--- src/rtl/ddr3_app_seq_if.sv ---
// rtl/ddr3_app_seq_if.sv - MIG 7-series app interface bundle between sequencer (master) and MIG (slave)
interface ddr3_app_seq_if #(
  parameter int ADDR_W = 29,
  parameter int DATA_W = 256,
  parameter int MASK_W = 32
);
  logic [ADDR_W-1:0] app_addr;
  logic [2:0]        app_cmd;
  logic              app_en;
  logic              app_rdy;
  logic [DATA_W-1:0] app_wdf_data;
  logic              app_wdf_wren;
  logic              app_wdf_end;
  logic [MASK_W-1:0] app_wdf_mask;
  logic              app_wdf_rdy;
  logic [DATA_W-1:0] app_rd_data;
  logic              app_rd_data_valid;

  modport master (
    output app_addr, app_cmd, app_en, app_wdf_data, app_wdf_wren, app_wdf_end, app_wdf_mask,
    input  app_rdy, app_wdf_rdy, app_rd_data, app_rd_data_valid
  );

  modport slave (
    input  app_addr, app_cmd, app_en, app_wdf_data, app_wdf_wren, app_wdf_end, app_wdf_mask,
    output app_rdy, app_wdf_rdy, app_rd_data, app_rd_data_valid
  );
endinterface

--- src/rtl/ddr3_app_seq.sv ---
// rtl/ddr3_app_seq.sv - start-triggered DDR3 burst sequencer on the MIG app interface
// Optional stall counter: define DDR3_APP_SEQ_STALL_CNT_EN.
module ddr3_app_seq #(
  parameter int ADDR_W     = 29,
  parameter int DATA_W     = 256,
  parameter int MASK_W     = 32,
  parameter int ADDR_STEP  = 8,
  parameter int CNT_W      = 16,
  parameter int RBUF_DEPTH = 8
) (
  input  logic              ui_clk,
  input  logic              ui_clk_sync_rst,
  input  logic              init_calib_complete,
  input  logic              start_wr,
  input  logic              start_rd,
  input  logic [ADDR_W-1:0] base_addr,
  input  logic [CNT_W-1:0]  num_words,
  input  logic [DATA_W-1:0] wr_data,
  input  logic              wr_valid,
  output logic              wr_ready,
  output logic [DATA_W-1:0] rd_data,
  output logic              rd_valid,
  input  logic              rd_ready,
  ddr3_app_seq_if.master    app,
  output logic              busy,
  output logic              done,
  output logic [31:0]       stall_cnt
);

  localparam int PTR_W = $clog2(RBUF_DEPTH);
  localparam int CRD_W = PTR_W + 1;

  typedef enum logic [1:0] {S_IDLE, S_WR, S_RD, S_DONE} state_t;

  state_t            state_q;
  logic [ADDR_W-1:0] addr_q;
  logic [2:0]        cmd_q;
  logic              en_q;
  logic              wren_q;
  logic [DATA_W-1:0] wdata_q;
  logic              busy_q;
  logic              done_q;
  logic              pend_q;
  logic              cmd_ok_q;
  logic              dat_ok_q;
  logic [CNT_W-1:0]  num_q;
  logic [CNT_W-1:0]  remaining_q;
  logic [CNT_W-1:0]  issued_q;
  logic [CNT_W-1:0]  returned_q;
  logic [CRD_W-1:0]  credit_q;
  logic [CRD_W-1:0]  fifo_cnt_q;
  logic [PTR_W-1:0]  wptr_q;
  logic [PTR_W-1:0]  rptr_q;
  logic [DATA_W-1:0] mem [RBUF_DEPTH];

  logic cmd_acc, dat_acc, cmd_done, dat_done;
  logic wr_fire, push, pop, start_ok, rd_raise;

  assign cmd_acc  = en_q && app.app_rdy;
  assign dat_acc  = wren_q && app.app_wdf_rdy;
  assign cmd_done = cmd_ok_q || cmd_acc;
  assign dat_done = dat_ok_q || dat_acc;

  assign wr_ready = (state_q == S_WR) && !pend_q && (remaining_q != '0);
  assign wr_fire  = wr_valid && wr_ready;
  assign start_ok = (state_q == S_IDLE) && init_calib_complete && (start_wr || start_rd);

  // Returns only land while a read burst is live; anything arriving after an abort is dropped.
  assign push     = (state_q == S_RD) && app.app_rd_data_valid;
  assign rd_valid = (fifo_cnt_q != '0);
  assign pop      = rd_valid && rd_ready;
  assign rd_data  = mem[rptr_q];

  // A credit covers a read from command raise until its data lands in the FIFO.
  assign rd_raise = (state_q == S_RD) && !en_q && (issued_q < num_q) &&
                    (({1'b0, credit_q} + {1'b0, fifo_cnt_q}) < (CRD_W + 1)'(RBUF_DEPTH));

  assign app.app_addr     = addr_q;
  assign app.app_cmd      = cmd_q;
  assign app.app_en       = en_q;
  assign app.app_wdf_data = wdata_q;
  assign app.app_wdf_wren = wren_q;
  assign app.app_wdf_end  = wren_q;
  assign app.app_wdf_mask = {MASK_W{1'b0}};
  assign busy             = busy_q;
  assign done             = done_q;

  always_ff @(posedge ui_clk or posedge ui_clk_sync_rst) begin
    if (ui_clk_sync_rst) begin
      state_q     <= S_IDLE;
      addr_q      <= '0;
      cmd_q       <= 3'b000;
      en_q        <= 1'b0;
      wren_q      <= 1'b0;
      wdata_q     <= '0;
      busy_q      <= 1'b0;
      done_q      <= 1'b0;
      pend_q      <= 1'b0;
      cmd_ok_q    <= 1'b0;
      dat_ok_q    <= 1'b0;
      num_q       <= '0;
      remaining_q <= '0;
      issued_q    <= '0;
      returned_q  <= '0;
      credit_q    <= '0;
    end else begin
      done_q <= 1'b0;
      case (state_q)
        S_IDLE: begin
          if (start_ok) begin
            addr_q      <= base_addr;
            num_q       <= num_words;
            remaining_q <= num_words;
            issued_q    <= '0;
            returned_q  <= '0;
            credit_q    <= '0;
            cmd_q       <= start_wr ? 3'b000 : 3'b001;
            busy_q      <= 1'b1;
            if (num_words == '0) begin
              state_q <= S_DONE;
              done_q  <= 1'b1;
            end else if (start_wr) begin
              state_q <= S_WR;
            end else begin
              state_q <= S_RD;
            end
          end
        end
        S_WR: begin
          if (cmd_acc) en_q <= 1'b0;
          if (dat_acc) wren_q <= 1'b0;
          // Command and data channels complete independently; the word retires when both have.
          if (pend_q) begin
            if (cmd_done && dat_done) begin
              pend_q      <= 1'b0;
              cmd_ok_q    <= 1'b0;
              dat_ok_q    <= 1'b0;
              addr_q      <= addr_q + ADDR_W'(ADDR_STEP);
              remaining_q <= remaining_q - CNT_W'(1);
            end else begin
              cmd_ok_q <= cmd_done;
              dat_ok_q <= dat_done;
            end
          end else if (wr_fire) begin
            wdata_q <= wr_data;
            en_q    <= 1'b1;
            wren_q  <= 1'b1;
            cmd_q   <= 3'b000;
            pend_q  <= 1'b1;
          end else if (remaining_q == '0) begin
            state_q <= S_DONE;
            done_q  <= 1'b1;
          end
        end
        S_RD: begin
          if (cmd_acc) begin
            en_q     <= 1'b0;
            addr_q   <= addr_q + ADDR_W'(ADDR_STEP);
            issued_q <= issued_q + CNT_W'(1);
          end else if (rd_raise) begin
            en_q <= 1'b1;
          end
          credit_q   <= credit_q + CRD_W'(rd_raise) - CRD_W'(push);
          returned_q <= returned_q + CNT_W'(push);
          if ((returned_q == num_q) && (fifo_cnt_q == '0)) begin
            state_q <= S_DONE;
            done_q  <= 1'b1;
          end
        end
        default: begin
          state_q <= S_IDLE;
          busy_q  <= 1'b0;
        end
      endcase
    end
  end

  always_ff @(posedge ui_clk or posedge ui_clk_sync_rst) begin
    if (ui_clk_sync_rst) begin
      fifo_cnt_q <= '0;
      wptr_q     <= '0;
      rptr_q     <= '0;
    end else begin
      if (push) wptr_q <= wptr_q + PTR_W'(1);
      if (pop)  rptr_q <= rptr_q + PTR_W'(1);
      fifo_cnt_q <= fifo_cnt_q + CRD_W'(push) - CRD_W'(pop);
    end
  end

  always_ff @(posedge ui_clk) begin
    if (push) mem[wptr_q] <= app.app_rd_data;
  end

`ifdef DDR3_APP_SEQ_STALL_CNT_EN
  logic [31:0] stall_q;

  always_ff @(posedge ui_clk or posedge ui_clk_sync_rst) begin
    if (ui_clk_sync_rst) begin
      stall_q <= '0;
    end else if (start_ok) begin
      stall_q <= '0;
    end else if (en_q && !app.app_rdy && (stall_q != 32'hFFFF_FFFF)) begin
      stall_q <= stall_q + 32'd1;
    end
  end

  assign stall_cnt = stall_q;
`else
  assign stall_cnt = 32'd0;
`endif

endmodule

--- src/flat_wrapper.sv ---
// flat-port wrapper written by rule: the top's interface ports become plain ports
module ddr3_app_seq_flat 
#(
  parameter int ADDR_W     = 29,
  parameter int DATA_W     = 256,
  parameter int MASK_W     = 32,
  parameter int ADDR_STEP  = 8,
  parameter int CNT_W      = 16,
  parameter int RBUF_DEPTH = 8
)
  (ui_clk, ui_clk_sync_rst, init_calib_complete, start_wr, start_rd, base_addr, num_words, wr_data, wr_valid, wr_ready, rd_data, rd_valid, rd_ready, busy, done, stall_cnt, app_app_addr, app_app_cmd, app_app_en, app_app_wdf_data, app_app_wdf_wren, app_app_wdf_end, app_app_wdf_mask, app_app_rdy, app_app_wdf_rdy, app_app_rd_data, app_app_rd_data_valid);
  ddr3_app_seq_if #(.ADDR_W(ADDR_W), .DATA_W(DATA_W), .MASK_W(MASK_W)) app_i ();
  input  logic ui_clk;
  input  logic ui_clk_sync_rst;
  input  logic init_calib_complete;
  input  logic start_wr;
  input  logic start_rd;
  input  logic [ADDR_W-1:0] base_addr;
  input  logic [CNT_W-1:0] num_words;
  input  logic [DATA_W-1:0] wr_data;
  input  logic wr_valid;
  output logic wr_ready;
  output logic [DATA_W-1:0] rd_data;
  output logic rd_valid;
  input  logic rd_ready;
  output logic busy;
  output logic done;
  output logic [31:0] stall_cnt;
  output wire logic [$bits(app_i.app_addr)-1:0] app_app_addr;
  output wire logic [$bits(app_i.app_cmd)-1:0] app_app_cmd;
  output wire logic [$bits(app_i.app_en)-1:0] app_app_en;
  output wire logic [$bits(app_i.app_wdf_data)-1:0] app_app_wdf_data;
  output wire logic [$bits(app_i.app_wdf_wren)-1:0] app_app_wdf_wren;
  output wire logic [$bits(app_i.app_wdf_end)-1:0] app_app_wdf_end;
  output wire logic [$bits(app_i.app_wdf_mask)-1:0] app_app_wdf_mask;
  input wire logic [$bits(app_i.app_rdy)-1:0] app_app_rdy;
  input wire logic [$bits(app_i.app_wdf_rdy)-1:0] app_app_wdf_rdy;
  input wire logic [$bits(app_i.app_rd_data)-1:0] app_app_rd_data;
  input wire logic [$bits(app_i.app_rd_data_valid)-1:0] app_app_rd_data_valid;
  assign app_app_addr = app_i.app_addr;
  assign app_app_cmd = app_i.app_cmd;
  assign app_app_en = app_i.app_en;
  assign app_app_wdf_data = app_i.app_wdf_data;
  assign app_app_wdf_wren = app_i.app_wdf_wren;
  assign app_app_wdf_end = app_i.app_wdf_end;
  assign app_app_wdf_mask = app_i.app_wdf_mask;
  assign app_i.app_rdy = app_app_rdy;
  assign app_i.app_wdf_rdy = app_app_wdf_rdy;
  assign app_i.app_rd_data = app_app_rd_data;
  assign app_i.app_rd_data_valid = app_app_rd_data_valid;
  ddr3_app_seq #(.ADDR_W(ADDR_W), .DATA_W(DATA_W), .MASK_W(MASK_W), .ADDR_STEP(ADDR_STEP), .CNT_W(CNT_W), .RBUF_DEPTH(RBUF_DEPTH)) u_core (.ui_clk(ui_clk), .ui_clk_sync_rst(ui_clk_sync_rst), .init_calib_complete(init_calib_complete), .start_wr(start_wr), .start_rd(start_rd), .base_addr(base_addr), .num_words(num_words), .wr_data(wr_data), .wr_valid(wr_valid), .wr_ready(wr_ready), .rd_data(rd_data), .rd_valid(rd_valid), .rd_ready(rd_ready), .app(app_i), .busy(busy), .done(done), .stall_cnt(stall_cnt));
endmodule
--- config.mk ---
export PLATFORM = sky130hd
export DESIGN_NAME = ddr3_app_seq_flat
export DESIGN_NICKNAME = d
export VERILOG_FILES = /design/src/rtl/ddr3_app_seq_if.sv /design/src/rtl/ddr3_app_seq.sv /design/src/flat_wrapper.sv
export SDC_FILE = /design/constraint.sdc
export NUM_CORES = 2
export LEC_CHECK = 0
export CORE_AREA = 2 2 463 465
export CTS_CLUSTER_DIAMETER = 80
export DETAILED_ROUTE_END_ITERATION = 10
export DIE_AREA = 0 0 465 467
export PLACE_DENSITY = 0.69
export SKIP_LAST_GASP = 1
export SLEW_MARGIN = 5
export SYNTH_ARGS = -nofsm -noshare
export SYNTH_HDL_FRONTEND = slang
export SYNTH_SLANG_ARGS = --single-unit
--- constraint.sdc ---
create_clock -name ui_clk -period 20.5 [get_ports ui_clk]
set_input_delay 6.15 -clock ui_clk [delete_from_list [all_inputs] [get_ports ui_clk]]
set_output_delay 6.15 -clock ui_clk [all_outputs]
set_load 0.005 [all_outputs]
==> impl_results.md <==
- Clock network power share: 30.9%
- Port Buffers: 1115
- Netlist cell types: 64
- FFs w/ async S/R, synth: 15.4%
- Initial DRT Pass Iterations: 5
- Starting Density: 44.3%
- Sw Share: 28.0%
- Seq pwr share: 39.9%
- CP cell instances: buf_4 > buf_4 > buf_4 > mux4_2 > mux2_2 > clkdlybuf4s50_1
- CP endpoint kind: primary output
- Flops & latches, synth: 2421
- Placed Instance Area: 108000 µm²
- M1 GR Usage: 29.4%
- Mapped Avg Cell Area: 19.1 µm²
- Largest net degree at the start of global routing: 175
- Sw power: 4.14 mW
- First-pass GRT wire length: 379000 µm
- Int Pwr: 10.7 mW
- Hold Path Depth: 2
- Antenna-violating nets left: 0
- Slowest CP cell: dfrtp_4
- Comb power frac: 29.2%
- Hold-fix buffers, CTS: 0
- Hold Fails Final Rpt: 0
- Hold Path End: u_core.app.app_wdf_data[98]
- Predominant post-synthesis flop cell: edfxtp_1
- Critical Path Most Common Cell: buf_4
- Worst clock skew: 0.0592 ns
- GRT Util Overall: 24.4%
- R2R Path Start: u_core.state_q[1]
- Slew Limit Fails: 0
- GPL Wtd Cong: 0.989
- Period utilization: 59.4%
- Ratio of cells with drive above 1 in the final layout: 19.6%
- Post-route cell area: 116000 µm²
- WL/cell: 29.3 µm
- EDFF count, synth: 2048
- Met3 Use GR: 8.41%
- WP data required: 14.35 ns
- GRT met2 Usage: 39.1%
- Max incr delay on CP: 1.05 ns
- Seq/Total Area, Yosys: 75.6%
- Tightest Hold Check Type: flop to flop
- Clk slew on worst S/H paths: 0.06 ns
- R2R cell count: 11
- # IOs: 1182
- FMAX: 82.1 MHz
- Power per cell area: 128 nW/µm²
- WL final: 269000 µm
- CTS tree: yes
- Crit start category: flop
- Leakage: 40.4 nW
- Max VDD drop: 0.123 mV
- Clock root buffer: clkbuf_16
- Outcome: finished, final reports clean
- GRT overflow: 0
- Reg2Reg Capture Point: u_core.app.app_wdf_data[155]
- Hold wc startpoint: u_core.app.app_wdf_data[98]
- Later-pin clock latency in the skew report: 0.89 ns
- DRC: 0
- Core area: 212000 µm²
- Final TNS setup: 0 ns
- Reg2reg setup slack: 15.29 ns
- Nets@finish: 6740
- Minimum clock period: 12.18 ns
- Max-cap viol count: 0
- TritonCTS buffer count: 275
- Row Count: 169
- Vias per inst: 5.47
- Final setup fails: 0
- GRT Max-Usage Layer: met2
- Via count: 50200
- Worst EP arrival: 6.03 ns
- Post-Syn Instances: 4898
- Worst hold slack: 0.471 ns
- Initial antenna violation count: 90
- Synth warnings: 0
- Vias in the first global route: 50700
- First DRT Iteration DRCs: 4891
- RSZ-0062 raised after global routing: false
- Clk buf depth: 4
- CTS H-tree lvls: 5
- Die ar.: 217000 µm²
- Die Height: 467 µm
- # Post-CTS Setup Buffers: 0
- Post-cts sizing count: 0
- HPWL after DPL: 180000 µm
- Worst-Margin Slew: 1.20 ns
- Slew HR: 20.2%
- WS Path Type: flop to primary output
- Area growth syn-to-layout: 23.9%
- Clock Sinks: 2421
- Die width: 465 µm
- Post-Syn Area: 93700 µm²
- CP max FO: 51
-- metal layers --
layer | wire, µm | vias up
met1 | 99400 | 26100
met2 | 131000 | 1931
met3 | 23700 | 512
met5 | 443 | -
met4 | 14100 | 70
li1 | - | 21600
-- synth_stat cells (all sizes together) (3+ instances only) --
cell / number / area, µm²
mux2i: 8 / 80.1
o22ai: 21 / 131
inv: 49 / 184
and3: 13 / 81.3
ha: 39 / 488
mux2: 258 / 2910
o21a: 3 / 22.5
and4: 5 / 43.8
buf: 203 / 1330
a221o: 4 / 40.0
a22o: 3 / 26.3
and2: 3 / 18.8
or3: 8 / 55.1
nor2: 70 / 265
a21oi: 67 / 335
nand2: 855 / 3210
xnor2: 13 / 114
mux4: 512 / 11500
clkbuf: 91 / 342
o31ai: 3 / 27.5
nor3: 18 / 100
a31oi: 4 / 25.0
nand4: 28 / 181
a21o: 4 / 30.0
xor2: 32 / 280
dfrtp: 373 / 9330
nor4: 13 / 93.8
nand3: 36 / 180
nor2b: 4 / 25.0
nand2b: 7 / 43.8
edfxtp: 2048 / 61500
o21ai: 73 / 365
-- worst max-delay path by stage --
stage / depth (start not counted) / slack [ns] / endpoint / from
2_1_floorplan: 3 / 2.41 / u_core.mem[6][0] / app_app_rd_data_valid
3_3_place_gp: 6 / 9.00 / rd_data[133] / u_core.rptr_q[0]
3_5_place_dp: 6 / 8.99 / rd_data[133] / u_core.rptr_q[0]
4_1_cts: 6 / 8.00 / rd_data[133] / u_core.rptr_q[0]
5_1_grt: 6 / 7.71 / rd_data[133] / u_core.rptr_q[0]
6_report: 6 / 8.32 / rd_data[133] / u_core.rptr_q[0]
-- registers in the layout (all words and copies together), names as in the netlist, 2 cells and up --
| name | cells |
|---|---|
| u_core.credit_q | 4 |
| u_core.issued_q | 16 |
| u_core.fifo_cnt_q | 4 |
| u_core.rptr_q | 3 |
| u_core.num_q | 16 |
| u_core.remaining_q | 16 |
| u_core.wptr_q | 3 |
| u_core.state_q | 2 |
| u_core.app.app_addr | 29 |
| u_core.returned_q | 16 |
| u_core.app.app_wdf_data | 256 |
| u_core.mem | 2048 |
-- critical path: cells and delay by family, from the launching register on --
kind / cells / cell delay (ns)
buf+inv: 4 / 3.08
flops: 1 / 1.05
mux: 2 / 0.89
-- layout by cell type (no fill, tap or decap), types with 51 or more instances in the layout --
cell type / count
clkdlybuf4s50_1: 1115
clkbuf_16: 279
a21oi_1: 67
conb_1: 66
mux4_2: 512
clkbuf_1: 51
mux2_2: 258
nor2_1: 63
dfrtp_1: 370
edfxtp_1: 2048
buf_4: 62
nand2_1: 854
o21ai_0: 72
-- power by group through the flow --
| stage | combinational (mW) | sequential [mW] | clock (mW) |
|---|---|---|---|
| 4_1_cts | 4.39 | 5.91 | 4.67 |
| 6_report | 4.33 | 5.91 | 4.58 |
| 3_3_place_gp | 4.34 | 5.99 | 0 |
| 2_1_floorplan | 2.51 | 5.98 | 0 |
| 5_1_grt | 4.61 | 5.94 | 4.87 |
| 3_5_place_dp | 4.37 | 6.01 | 0 |
-- metrics by stage --
step / cells / power [mW] / setup slack, ns / util, %
final: 9174 / 14.8 / 8.32 / 54.8
after detailed placement: 8676 / 10.4 / 8.99 / 50.9
after global routing: 9160 / 15.4 / 7.71 / 54.8
after global placement: 8676 / 10.3 / 9.00 / 50.9
after CTS: 9140 / 15.0 / 8.00 / 54.8
after floorplan: 4963 / 8.50 / 2.41 / -
-- cell families after synthesis --
kind of cell	count (synthesis)	synth area share (%)
AO/OA/AOI/OAI	202	1.26
XOR/XNOR	45	0.421
adder cells (fa/ha/maj)	41	0.564
buffers and inverters	343	1.98
flip-flops	2421	75.6
multiplexers	778	15.5
other	1	0.00400
AND/OR/NAND/NOR	1067	4.66
-- layout make-up --
class	count	area, µm²
Fill cell	16200	95600
Clock inverter	129	1070
Sequential cell	2421	70800
Inverter	49	191
Multi-Input combinational cell	2199	21300
Tap cell	2821	3530
Antenna cell	34	85.1
Clock buffer	335	7240
Timing Repair Buffer	1186	11800
Note: power is estimated with default switching activity, not from simulation.
